`config.mk`:
```
export PLATFORM = sky130hd
export DESIGN_NAME = key_debounce_flat
export DESIGN_NICKNAME = d
export VERILOG_FILES = /design/src/rtl/key_debounce_pkg.sv /design/src/rtl/key_debounce_if.sv /design/src/rtl/key_debounce_channel.sv /design/src/rtl/key_debounce.sv /design/src/flat_wrapper.sv
export SDC_FILE = /design/constraint.sdc
export NUM_CORES = 1
export LEC_CHECK = 0
export ABC_AREA = 1
export CAP_MARGIN = 20
export CORE_MARGIN = 2
export CORE_UTILIZATION = 63
export CTS_CLUSTER_SIZE = 10
export DETAILED_ROUTE_END_ITERATION = 10
export DONT_BUFFER_PORTS = 1
export GPL_TIMING_DRIVEN = 0
export PLACE_DENSITY = 0.84
export SETUP_SLACK_MARGIN = 0.5
export SLEW_MARGIN = 15
export SYNTH_ARGS = -nofsm -noshare
export SYNTH_HDL_FRONTEND = slang
export SYNTH_SLANG_ARGS = --single-unit
```
`constraint.sdc`:
```
create_clock -name clk -period 1.9 [get_ports clk]
set_input_delay 0.38 -clock clk [delete_from_list [all_inputs] [get_ports clk]]
set_output_delay 0.38 -clock clk [all_outputs]
set_load 0.02 [all_outputs]
```
`src/rtl/key_debounce_pkg.sv`:
```
// Shared types and constants for the push-button debouncer.
// The channel state machine enum and the default stability period live here.
package key_debounce_pkg;

  typedef enum logic [1:0] {
    UP        = 2'd0,
    WAIT_DOWN = 2'd1,
    DOWN      = 2'd2,
    WAIT_UP   = 2'd3
  } key_state_e;

  // 10 ms at the 50 MHz board clock.
  localparam int DEFAULT_DEBOUNCE_CYCLES = 500000;

  // Counter width for a stability period; at least one bit for the smallest legal period.
  function automatic int debounce_cnt_w(input int cycles);
    return (cycles > 2) ? $clog2(cycles) : 1;
  endfunction

endpackage

```
`src/rtl/key_debounce_if.sv`:
```
// Key bundle between the raw board pins and the design logic.
// The release strobe is called release_stb because release is a reserved word.
interface key_debounce_if #(
  parameter int NUM_KEYS = 2
);
  import key_debounce_pkg::*;

  logic [NUM_KEYS-1:0] key_n;
  logic [NUM_KEYS-1:0] key_level;
  logic [NUM_KEYS-1:0] press;
  logic [NUM_KEYS-1:0] release_stb;

  modport master (
    output key_n,
    input  key_level,
    input  press,
    input  release_stb
  );

  modport slave (
    input  key_n,
    output key_level,
    output press,
    output release_stb
  );

endinterface

```
`src/rtl/key_debounce_channel.sv`:
```
// One key: two-flop synchroniser, stability counter and four-state debounce FSM.
// Strobes are registered; key_level is decoded from the state register.
module key_debounce_channel
  import key_debounce_pkg::*;
#(
  parameter int DEBOUNCE_CYCLES = DEFAULT_DEBOUNCE_CYCLES
) (
  input  logic clk,
  input  logic reset,
  input  logic key_n,
  output logic key_level,
  output logic press,
  output logic release_stb
);

  localparam int CNT_W = debounce_cnt_w(DEBOUNCE_CYCLES);
  localparam logic [CNT_W-1:0] CNT_ONE  = CNT_W'(1);
  localparam logic [CNT_W-1:0] CNT_LAST = CNT_W'(DEBOUNCE_CYCLES - 1);

  logic       sync1_q, sync1_d;
  logic       sync2_q, sync2_d;
  key_state_e state_q, state_d;
  logic [CNT_W-1:0] cnt_q, cnt_d;
  logic       press_q, press_d;
  logic       release_q, release_d;
  logic       s;

  // Synchronised key, 1 = pressed.
  assign s = ~sync2_q;

  always_ff @(posedge clk) begin
    if (reset) begin
      sync1_q   <= 1'b1;
      sync2_q   <= 1'b1;
      state_q   <= UP;
      cnt_q     <= '0;
      press_q   <= 1'b0;
      release_q <= 1'b0;
    end else begin
      sync1_q   <= sync1_d;
      sync2_q   <= sync2_d;
      state_q   <= state_d;
      cnt_q     <= cnt_d;
      press_q   <= press_d;
      release_q <= release_d;
    end
  end

  always_comb begin
    sync1_d   = key_n;
    sync2_d   = sync1_q;
    state_d   = state_q;
    cnt_d     = cnt_q;
    press_d   = 1'b0;
    release_d = 1'b0;

    case (state_q)
      UP: begin
        if (s) begin
          state_d = WAIT_DOWN;
          cnt_d   = CNT_ONE;
        end
      end
      WAIT_DOWN: begin
        if (!s) begin
          state_d = UP;
          cnt_d   = '0;
        end else if (cnt_q == CNT_LAST) begin
          state_d = DOWN;
          cnt_d   = '0;
          press_d = 1'b1;
        end else begin
          cnt_d = cnt_q + CNT_ONE;
        end
      end
      DOWN: begin
        if (!s) begin
          state_d = WAIT_UP;
          cnt_d   = CNT_ONE;
        end
      end
      WAIT_UP: begin
        if (s) begin
          state_d = DOWN;
          cnt_d   = '0;
        end else if (cnt_q == CNT_LAST) begin
          state_d   = UP;
          cnt_d     = '0;
          release_d = 1'b1;
        end else begin
          cnt_d = cnt_q + CNT_ONE;
        end
      end
      default: begin
        state_d = UP;
        cnt_d   = '0;
      end
    endcase
  end

  // The level stays high while a release is still being qualified.
  assign key_level   = (state_q == DOWN) || (state_q == WAIT_UP);
  assign press       = press_q;
  assign release_stb = release_q;

endmodule

```
`src/rtl/key_debounce.sv`:
```
// Debouncer for the lab board keys: one independent channel per key,
// outputs concatenated onto the key bundle.
module key_debounce
  import key_debounce_pkg::*;
#(
  parameter int NUM_KEYS        = 2,
  parameter int DEBOUNCE_CYCLES = DEFAULT_DEBOUNCE_CYCLES
) (
  input  logic           clk,
  input  logic           reset,
  key_debounce_if.slave  bus
);

  logic [NUM_KEYS-1:0] level_w;
  logic [NUM_KEYS-1:0] press_w;
  logic [NUM_KEYS-1:0] release_w;

  for (genvar i = 0; i < NUM_KEYS; i++) begin : g_ch
    key_debounce_channel #(
      .DEBOUNCE_CYCLES (DEBOUNCE_CYCLES)
    ) u_ch (
      .clk         (clk),
      .reset       (reset),
      .key_n       (bus.key_n[i]),
      .key_level   (level_w[i]),
      .press       (press_w[i]),
      .release_stb (release_w[i])
    );
  end

  assign bus.key_level   = level_w;
  assign bus.press       = press_w;
  assign bus.release_stb = release_w;

endmodule

```
`src/flat_wrapper.sv`:
```
// flat-port wrapper written by rule: the top's interface ports become plain ports
module key_debounce_flat import key_debounce_pkg::*;
#(
  parameter int NUM_KEYS        = 2,
  parameter int DEBOUNCE_CYCLES = DEFAULT_DEBOUNCE_CYCLES
)
  (clk, reset, bus_key_n, bus_key_level, bus_press, bus_release_stb);
  key_debounce_if #(.NUM_KEYS(NUM_KEYS)) bus_i ();
  input  logic clk;
  input  logic reset;
  input wire logic [$bits(bus_i.key_n)-1:0] bus_key_n;
  output wire logic [$bits(bus_i.key_level)-1:0] bus_key_level;
  output wire logic [$bits(bus_i.press)-1:0] bus_press;
  output wire logic [$bits(bus_i.release_stb)-1:0] bus_release_stb;
  assign bus_i.key_n = bus_key_n;
  assign bus_key_level = bus_i.key_level;
  assign bus_press = bus_i.press;
  assign bus_release_stb = bus_i.release_stb;
  key_debounce #(.NUM_KEYS(NUM_KEYS), .DEBOUNCE_CYCLES(DEBOUNCE_CYCLES)) u_core (.clk(clk), .reset(reset), .bus(bus_i));
endmodule
```
==> flow_summary_export.csv, run 1 <==
group,metric,value,unit
grt,grt-ovfl-total,0,
layout,layout.nets,477,
detailed_routing,via_per_inst,5.99,
layout,fin_util,84.5,%
power_and_ir_drop,p_per_area,606,nW/µm²
logic_synthesis,synthArstFlopShare,0,%
clock_network,clock_tree.buffer_depth,2,
worst_setup_path,cp_max_fo,5,
grt,grt_max_degree,16,
placed_design,port_buffers,0,
sta,final.min_clock_period,1.61,ns
worst_setup_path,crit_chain,"ha_4 > nand2_4 > nor2_4 > buf_6 > nand3_4 > o21ai_0 > nand3_1 > a21oi_1",
detailed_routing,firstDrtPassIters,5,
layout,n_fill_cell,254,
worst_setup_path,cp_slowest_cell,"dfxtp_4",
detailed_routing,drt_iter0_markers,376,
clock_network,clk_pin_slew,0.10,ns
logic_synthesis,synth-xor-area-share,1.88,%
detailed_routing,num_vias,3140,
grt,antenna_found_initial,0,
logic_synthesis,synth_top_family_by_area,"simple AND/OR/NAND/NOR gates",
layout,final-instance-count-excl-fill,524,
logic_synthesis,synth_seq_area_share,35.9,%
logic_synthesis,synthMuxAreaShare,0,%
detailed_routing,avgRoutedWirePerCell,16.7,µm
floorplan,dieWidth,70.6,µm
detailed_routing,wl,8760,µm
worst_setup_path,path_buf_inv,1,
clock_network,cts_root_buf,"clkbuf_8",
layout,insertedDiodeCount,0,
detailed_routing,antenna_left,0,
placed_design,dp_cells,488,
clock_network,clkSinkCount,50,
sta,final-setup-viol-count,0,
detailed_routing,drc,0,
layout,stdcell_area,3650,µm²
outcome,status,"complete, no violations",
worst_setup_path,cp.arrival,1.84,ns
placed_design,gp_congestion,0.905,
logic_synthesis,synth_ff_type,"dfxtp_1",
placed_design,dp_hpwl,4400,µm
worst_setup_path,crit_family,"simple AND/OR/NAND/NOR gates",
logic_synthesis,synth_area,2790,µm²
worst_setup_path,crit_type,"flop to flop",
logic_synthesis,synth_top_cell_by_area,"dfxtp_1",
sta,clock_skew,0.0123,ns
layout,syn2layout_area_growth,30.8,%
logic_synthesis,synthCells,436,
logic_synthesis,synthSimpleGateAreaFrac,37.8,%
logic_synthesis,synthAdderAreaFrac,0.896,%
floorplan,start_util,64.6,%
layout,drive_above_1_share,36.9,%
logic_synthesis,synth-compound-area-share,12.5,%
floorplan,core.rowCount,24,
layout,seqCellArea,1050,µm²
worst_setup_path,startpoint_type,"flop",
clock_network,tritoncts,"built",
clock_network,cts_buffers,5,
sta,max_slew.worst_pin.slew,0.711,ns
worst_setup_path,cp_slowest_stage_delay,0.37,ns
sta,max_freq,623,MHz
logic_synthesis,synth-seq-cells,50,
logic_synthesis,yosysUniqueCellTypes,28,
clock_network,clkLatencyLatePin,0.31,ns
sta,rsz0062_at_grt,"yes",
worst_setup_path,cp-end-kind,"flop",
floorplan,io-pin-count,10,
power_and_ir_drop,irDropWorstVdd,0.000608,V
floorplan,fp.coreArea,4320,µm²
floorplan,dieArea,4980,µm²
sta,fin_crit_sh,84.5,%
logic_synthesis,yosys-top-cells-area,"dfxtp_1 (36%), nand2_1 (17%), nand3_1 (6.6%), inv_1 (6.6%), a21oi_1 (6.5%)",
logic_synthesis,synth_edf_count,0,
clock_network,ctsHoldBuffers,0,
clock_network,cts_max_level,2,
logic_synthesis,synth.most_common_cell,"nand2_1",
sta,setup_tns,0,ns
worst_hold_path,hold_class,"primary input to flop",
logic_synthesis,synth_nets,442,
sta,timing.hold.ws,0.163,ns
logic_synthesis,synth_top_area_share,35.9,%
placed_design,postPlaceCellArea,2890,µm²
logic_synthesis,ys_warn_count,0,
flow_run,max_cap_violations,0,
logic_synthesis,ys_top_cells_by_count,"nand2_1 (123), dfxtp_1 (50), inv_1 (49)",
power_and_ir_drop,p_leak,1.26,nW
floorplan,die_h,70.6,µm
sta,finalHoldViolations,0,
grt,grt.total_usage,30.9,%
layout,multi_input_area,1870,µm²
worst_setup_path,crit_required,2.14,ns
sta,slew_headroom,52.6,%
grt,grt_pass1_vias,2851,
grt,grt_pass1_wl,12400,µm
logic_synthesis,syn_avg_cell_area,6.40,µm²
sta,drv_slew,0,
==> per-layer routing <==
| layer | GRT usage [%] | routed length [µm] | up-vias |
|---|---|---|---|
| li1 | - | - | 1464 |
| met1 | 34.6 | 3210 | 1465 |
| met2 | 54.5 | 4560 | 162 |
| met3 | 6.70 | 578 | 49 |
| met4 | 17.0 | 400 | 0 |
| met5 | 0 | 0 | - |
==> cell type report <==
cell class	count	area share, %
inverters	51	5.24
multi-input cells	317	51.3
repair buffers	28	6.47
well taps	52	1.78
clock inverters	3	1.10
flip-flops and latches	50	28.7
clock buffers	5	1.88
plain buffers	18	3.56
==> flip-flops by register name, indices dropped and copies added (netlist names), named ones only <==
name / flops
u_core.g_ch.u_ch.cnt_q: 38
u_core.g_ch.u_ch.press: 2
u_core.g_ch.u_ch.release_stb: 2
u_core.g_ch.u_ch.state_q: 2
u_core.g_ch.u_ch.sync1_q: 2
u_core.g_ch.u_ch.sync2_q: 2
==> timing repair <==
item / in CTS / in global routing
buffers inserted: 15 / 11
gates resized for setup: 69 / 79
cloned: 2 / 0
pin swaps: 21 / 31
setup endpoints to repair: 39 / 44
==> through the flow <==
step	setup slack, ns	total power [mW]
floorplan	0.511	1.29
global placement	0.316	1.34
detailed placement	0.325	1.35
CTS	0.438	2.13
global route	0.267	2.29
finish	0.295	2.21
==> placed cells by master, fill, tap and decap left out, types with 3 or more instances in the layout <==
cell type  count
dfxtp_4        4
nor2_1        29
nor2_4        17
buf_6         10
dfxtp_1       21
clkbuf_1       6
o21ai_0       13
a21oi_1       19
xnor2_1        3
nand2_2       11
or2_2          4
nand2_1      111
a21oi_2       17
o21ai_1        4
buf_4         28
clkbuf_8       6
nand3_4        4
nand4_1        7
nand3_2       13
nor3_1        10
xor2_1         3
inv_2          4
dfxtp_2       25
nand3_1       20
o21ai_2       12
nor2_2        10
inv_1         47
==> worst register-to-register path, delay by kind of cell (launching register included) <==
kind                       cells  cell delay [ns]
and+or+nand+nor                4             0.47
DFF                            1             0.37
adders and majority gates      1             0.15
AOI/OAI and AO/OA              2             0.42
buffers and inverters          1             0.13
==> final timing paths <==
kind	from	cells after the start	end	slack [ns]
max	u_core.g_ch[0].u_ch.cnt_q[0]	8	u_core.g_ch[0].u_ch.cnt_q[14]	0.29
min	bus_key_n[1]	1	u_core.g_ch[1].u_ch.sync1_q	0.16
max reg2reg	u_core.g_ch[0].u_ch.cnt_q[0]	8	u_core.g_ch[0].u_ch.cnt_q[14]	0.29
min reg2reg	u_core.g_ch[1].u_ch.sync1_q	1	u_core.g_ch[1].u_ch.sync2_q	0.43
==> kinds of logic (layout without fill, tap and decap cells) <==
group	after synthesis	count (layout)
xor+xnor	6	6
buf+inv	69	105
simple gates	242	242
fa+ha+maj	2	2
compound gates	67	67
flops	50	50
==> power breakdown <==
part	switching, mW	total [mW]	internal, mW
logic	0.208	0.351	0.143
clock network	0.366	0.754	0.388
registers	0.0330	1.11	1.08
total	0.607	2.21	1.61
Note: power is estimated with default switching activity, not from simulation.
==> run 2: changes to the inputs <==
Settings changed: CORE_UTILIZATION 63 to 57, PLACE_DENSITY 0.84 to 0.8.
Clock period 1.9 ns to 1.3 ns, I/O delays scaled along.
==> run 2 against run 1 <==
Effect of this change: final cell count rose by 1.1%; largest power group unchanged; critical endpoint is now u_core.g_ch[0].u_ch.cnt_q[16]; global-route usage fell by 3.7 points; final area up 1.4%; clock-buffer cell count did not move; the run now ends with negative setup slack left; clock power rose by 50%; largest cell class unchanged.
==> flow_summary_export.csv, run 2 (same netlist as run 1, synthesis figures left out) <==
group,metric,value,unit
placed_design,dp_hpwl,4510,µm
grt,grt_pass1_vias,2734,
grt,antenna_found_initial,0,
detailed_routing,firstDrtPassIters,5,
clock_network,clk_pin_slew,0.10,ns
floorplan,start_util,59.1,%
worst_setup_path,cp-end-kind,"flop",
clock_network,cts_root_buf,"clkbuf_8",
placed_design,port_buffers,0,
detailed_routing,drt_iter0_markers,186,
outcome,status,"complete, but fails checks",
power_and_ir_drop,p_per_area,872,nW/µm²
floorplan,fp.coreArea,4720,µm²
placed_design,gp_congestion,0.917,
layout,largest_register_ffs,38,
clock_network,cts_buffers,5,
power_and_ir_drop,irDropWorstVdd,0.000603,V
worst_setup_path,cp_slowest_cell,"dfxtp_4",
sta,slew_headroom,52.1,%
sta,rsz0062_at_grt,"yes",
detailed_routing,antenna_left,0,
sta,final-setup-viol-count,44,
sta,setup_tns,-6.01,ns
grt,grt-ovfl-total,0,
worst_setup_path,regToRegSetupSlack,-0.21,ns
worst_setup_path,r2r-start,"u_core.g_ch[0].u_ch.cnt_q[0]",
floorplan,die_h,74.0,µm
clock_network,clock_tree.buffer_depth,2,
worst_setup_path,cp.arrival,1.75,ns
clock_network,tritoncts,"built",
layout,insertedDiodeCount,0,
floorplan,dieArea,5470,µm²
worst_setup_path,crit_family,"simple AND/OR/NAND/NOR gates",
sta,fin_crit_sh,116,%
sta,final.min_clock_period,1.51,ns
floorplan,io-pin-count,10,
worst_setup_path,timing.rr.end,"u_core.g_ch[0].u_ch.cnt_q[16]",
sta,max_freq,664,MHz
sta,drv_slew,0,
layout,layout.nets,468,
detailed_routing,via_per_inst,5.48,
detailed_routing,num_vias,2902,
worst_setup_path,cp_slowest_stage_delay,0.38,ns
worst_setup_path,crit_type,"flop to flop",
flow_run,max_cap_violations,0,
sta,fin_ws,-0.205,ns
worst_setup_path,startpoint_type,"flop",
detailed_routing,wl,7470,µm
worst_setup_path,crit_start,"u_core.g_ch[0].u_ch.cnt_q[0]",
sta,max_slew.worst_pin.slew,0.719,ns
worst_setup_path,crit_required,1.55,ns
layout,drive_above_1_share,37.6,%
worst_setup_path,reg2regPathDepth,8,
sta,clock_skew,0.00850,ns
worst_hold_path,hold_class,"primary input to flop",
sta,finalHoldViolations,0,
detailed_routing,top_layer,"met4",
clock_network,clkLatencyLatePin,0.31,ns
layout,syn2layout_area_growth,32.7,%
worst_setup_path,cp_max_fo,4,
power_and_ir_drop,power,3.23,mW
floorplan,core.rowCount,25,
detailed_routing,dr_wl_met2,4010,µm
layout,n_fill_cell,304,
worst_setup_path,crit_chain,"ha_4 > nand2_4 > nor2_4 > buf_6 > nand3_2 > o21bai_1 > nand3_2 > a21oi_2",
floorplan,dieWidth,74.0,µm
grt,grt_max_degree,17,
detailed_routing,avgRoutedWirePerCell,14.1,µm
grt,grt_pass1_wl,11600,µm
outcome,violations,"negative setup slack",
worst_hold_path,hold_end,"u_core.g_ch[1].u_ch.sync1_q",
clock_network,clkSinkCount,50,
grt,grt.total_usage,27.2,%
detailed_routing,wl_met1,2950,µm
power_and_ir_drop,p_leak,1.29,nW
worst_setup_path,path_buf_inv,1,
detailed_routing,dr_wl_met3,318,µm
worst_hold_path,hold_path_startpoint,"bus_key_n[1]",
layout,top_register,"u_core.g_ch.u_ch.cnt_q",
layout,layout.cells.most_common,"nand2_1",
detailed_routing,drc,0,
layout,final_cell_mix,"nand2_1 (109), inv_1 (43), nor2_1 (34), dfxtp_1 (22), dfxtp_2 (22)",
worst_setup_path,worst_path_most_repeated_cell,"nand3_2",
worst_hold_path,worstHoldPathCells,1,
clock_network,cts_max_level,2,
-- run 2: worst max-delay path by stage --
stage                                          endpoint  cells after the start
after global routing      u_core.g_ch[0].u_ch.cnt_q[12]                      7
after global placement    u_core.g_ch[1].u_ch.cnt_q[15]                      9
after floorplan           u_core.g_ch[0].u_ch.cnt_q[11]                      9
after CTS                 u_core.g_ch[1].u_ch.cnt_q[18]                      9
after detailed placement  u_core.g_ch[1].u_ch.cnt_q[15]                      9
final                     u_core.g_ch[0].u_ch.cnt_q[16]                      8
-- run 2: metal layers --
layer | vias to the layer above | track usage (%)
li1 | 1440 | -
met1 | 1363 | 31.1
met2 | 79 | 50.9
met3 | 20 | 5.01
met4 | 0 | 8.48
met5 | - | 0
-- run 2: final cells by class --
| type | instances | area, µm² | share of cell area, % |
|---|---|---|---|
| buffer | 18 | 149 | 4.02 |
| clock buffer | 5 | 68.8 | 1.86 |
| clock inverter | 3 | 43.8 | 1.18 |
| inverter | 51 | 191 | 5.17 |
| multi-input combinational | 317 | 1940 | 52.2 |
| sequential | 50 | 1050 | 28.4 |
| tap | 67 | 83.8 | 2.26 |
| timing repair buffer | 19 | 181 | 4.90 |
-- run 2: power breakdown --
group,switching (mW),total [mW],internal (mW)
clock,0.554,1.13,0.577
sequential,0.0464,1.62,1.57
combinational,0.293,0.478,0.185
total,0.894,3.23,2.34
-- run 2: through the flow --
step	util, %	hold slack, ns	instances	setup slack (ns)	instance area (µm²)
2_1_floorplan	-	0.364	436	-0.0593	2920
3_5_place_dp	63.5	0.366	503	-0.237	3000
5_1_grt	78.4	0.0258	530	-0.276	3700
6_report	78.4	0.0385	530	-0.205	3700
4_1_cts	73.0	0.0350	525	-0.175	3450
3_3_place_gp	63.5	0.365	503	-0.210	3000
-- run 2: what timing repair did --
item | in CTS | in global routing
pin swaps | 25 | 22
hold buffers | 0 | 0
cloned | 1 | 0
buffers inserted | 13 | 5
endpoints found under the setup margin | 52 | 52
resized for setup | 71 | 73
==> run 3: changes to the inputs <==
Settings changed: PLACE_DENSITY 0.8 to unset, PLACE_DENSITY_LB_ADDON set to 0.2.
==> run 3 against run 2 <==
Effect of this change: the run still ends with negative setup slack left; clock power fell by 20%; utilization rose by 1.5 points; final cell count rose by 2.5%; largest cell class unchanged; highest routed layer unchanged.
==> flow_summary_export.csv, run 3 (same netlist as run 1, synthesis figures left out) <==
group,metric,value,unit
outcome,status,"complete, but fails checks",
outcome,violations,"negative setup slack",
worst_setup_path,crit_type,"flop to flop",
worst_setup_path,startpoint_type,"flop",
layout,top_register,"u_core.g_ch.u_ch.cnt_q",
floorplan,start_util,59.1,%
worst_setup_path,cp_max_fo,5,
clock_network,ctsHoldBuffers,0,
worst_hold_path,hold_class,"primary input to flop",
sta,max_slew.worst_pin.slew,0.724,ns
floorplan,die_h,74.0,µm
layout,largest_register_ffs,38,
sta,rsz0062_at_grt,"yes",
grt,grt_pass1_vias,2757,
clock_network,cts_buffers,5,
grt,grt_max_degree,16,
sta,drv_slew,0,
power_and_ir_drop,seq_power_share,52.6,%
power_and_ir_drop,power,3.08,mW
grt,grt_pass1_wl,12000,µm
clock_network,clk_pin_slew,0.09,ns
clock_network,clkSinkCount,50,
floorplan,core.rowCount,25,
floorplan,io-pin-count,10,
sta,fin_ws,-0.252,ns
flow_run,max_cap_violations,0,
clock_network,cts_max_level,2,
worst_setup_path,regToRegSetupSlack,-0.25,ns
clock_network,clkLatencyLatePin,0.31,ns
power_and_ir_drop,comb_power_share,18.0,%
placed_design,dp_hpwl,4540,µm
detailed_routing,wl,8110,µm
detailed_routing,avgRoutedWirePerCell,14.9,µm
grt,grt.total_usage,28.2,%
power_and_ir_drop,p_leak,1.31,nW
detailed_routing,drc,0,
worst_setup_path,cp.arrival,1.80,ns
floorplan,dieArea,5470,µm²
layout,stdcell_area,3770,µm²
clock_network,clock_tree.buffer_depth,2,
power_and_ir_drop,irDropWorstVdd,0.000654,V
layout,insertedDiodeCount,0,
placed_design,postPlaceCellArea,3000,µm²
layout,drive_above_1_share,38.7,%
floorplan,dieWidth,74.0,µm
power_and_ir_drop,sw_frac_of_total,29.2,%
floorplan,fp.coreArea,4720,µm²
grt,grt-ovfl-total,0,
sta,slew_headroom,51.7,%
layout,final_cell_mix,"nand2_1 (101), inv_1 (44), nor2_1 (35), dfxtp_1 (27), buf_4 (26)",
sta,fin_crit_sh,119,%
sta,final.min_clock_period,1.55,ns
power_and_ir_drop,p_per_area,816,nW/µm²
clock_network,cts_root_buf,"clkbuf_8",
detailed_routing,firstDrtPassIters,5,
detailed_routing,drt_iter0_markers,198,
clock_network,tritoncts,"built",
detailed_routing,via_per_inst,5.55,
sta,finalHoldViolations,0,
power_and_ir_drop,p_sw,899,µW
detailed_routing,num_vias,3012,
worst_setup_path,crit_required,1.54,ns
layout,syn2layout_area_growth,35.2,%
detailed_routing,antenna_left,0,
grt,antenna_found_initial,0,
worst_setup_path,cp-end-kind,"flop",
sta,max_freq,644,MHz
layout,layout.nets,482,
layout,layout.cells.most_common,"nand2_1",
power_and_ir_drop,p_int,2.18,mW
placed_design,port_buffers,0,
sta,clock_skew,0.00912,ns
placed_design,pre_cts_ws,-0.241,ns
placed_design,gp_congestion,0.897,
power_and_ir_drop,clkPwrFrac,29.4,%
sta,final-setup-viol-count,44,
run 3: changes by cell type in the layout (fill, tap and decap cells not counted), sizes merged:
cell	previous run	this run
buf	30	42
bufinv	1	0
clkbuf	12	14
run 3: power groups by stage:
stage                     sequential (mW)  combinational [mW]  clock, mW
final                                1.62               0.556      0.905
after CTS                            1.62               0.487      0.924
after global routing                 1.62               0.593      0.977
after global placement               1.65               0.334          0
after floorplan                      1.64               0.262          0
after detailed placement             1.65               0.339          0
run 3: cell type report:
cell class	instances	area, µm²
tap	67	83.8
fill	309	950
clock inverter	2	13.8
inverter	51	194
buffer	18	143
clock buffer	5	68.8
multi-input combinational	317	1920
sequential	50	1040
timing repair buffer	33	305
run 3: per-layer routing:
metal,up-vias,part of all wire [%],GRT usage [%]
met4,0,3.1,14.9
met5,-,0,0
met3,30,4.6,3.52
li1,1469,-,-
met1,1407,39,32.3
met2,106,53,51.1
run 3: worst paths after layout:
path / startpoint / end / cells after the start
setup / recovery: u_core.g_ch[1].u_ch.cnt_q[0] / u_core.g_ch[1].u_ch.cnt_q[8] / 9
hold / removal: bus_key_n[1] / u_core.g_ch[1].u_ch.sync1_q / 1
setup reg to reg: u_core.g_ch[1].u_ch.cnt_q[0] / u_core.g_ch[1].u_ch.cnt_q[8] / 9
hold reg to reg: u_core.g_ch[1].u_ch.sync1_q / u_core.g_ch[1].u_ch.sync2_q / 1
run 3: timing repair:
action,in CTS,in global routing
gates resized for setup,70,65
setup endpoints to repair,52,52
setup buffers,20,10
pin swaps,20,22
gates cloned,3,0
run 3: stage by stage:
step / hold slack (ns) / cells / utilization [%] / TNS [ns]
floorplan: 0.364 / 436 / - / -0.987
global placement: 0.364 / 503 / 63.5 / -6.06
detailed placement: 0.367 / 503 / 63.5 / -7.12
CTS: 0.0417 / 533 / 73.4 / -5.24
global route: 0.0388 / 543 / 79.9 / -11.06
finish: 0.0461 / 543 / 79.9 / -7.79
run 3: worst max-delay path, stage by stage (launching register included):
cell and delay [ns]:
dfxtp_4 0.36, ha_4 0.16, nand2_4 0.07, nor2_4 0.05, nand3_2 0.10, nor2_4 0.05, nor2_4 0.27, clkbuf_16 0.23
nand3_2 0.07, a21oi_2 0.11
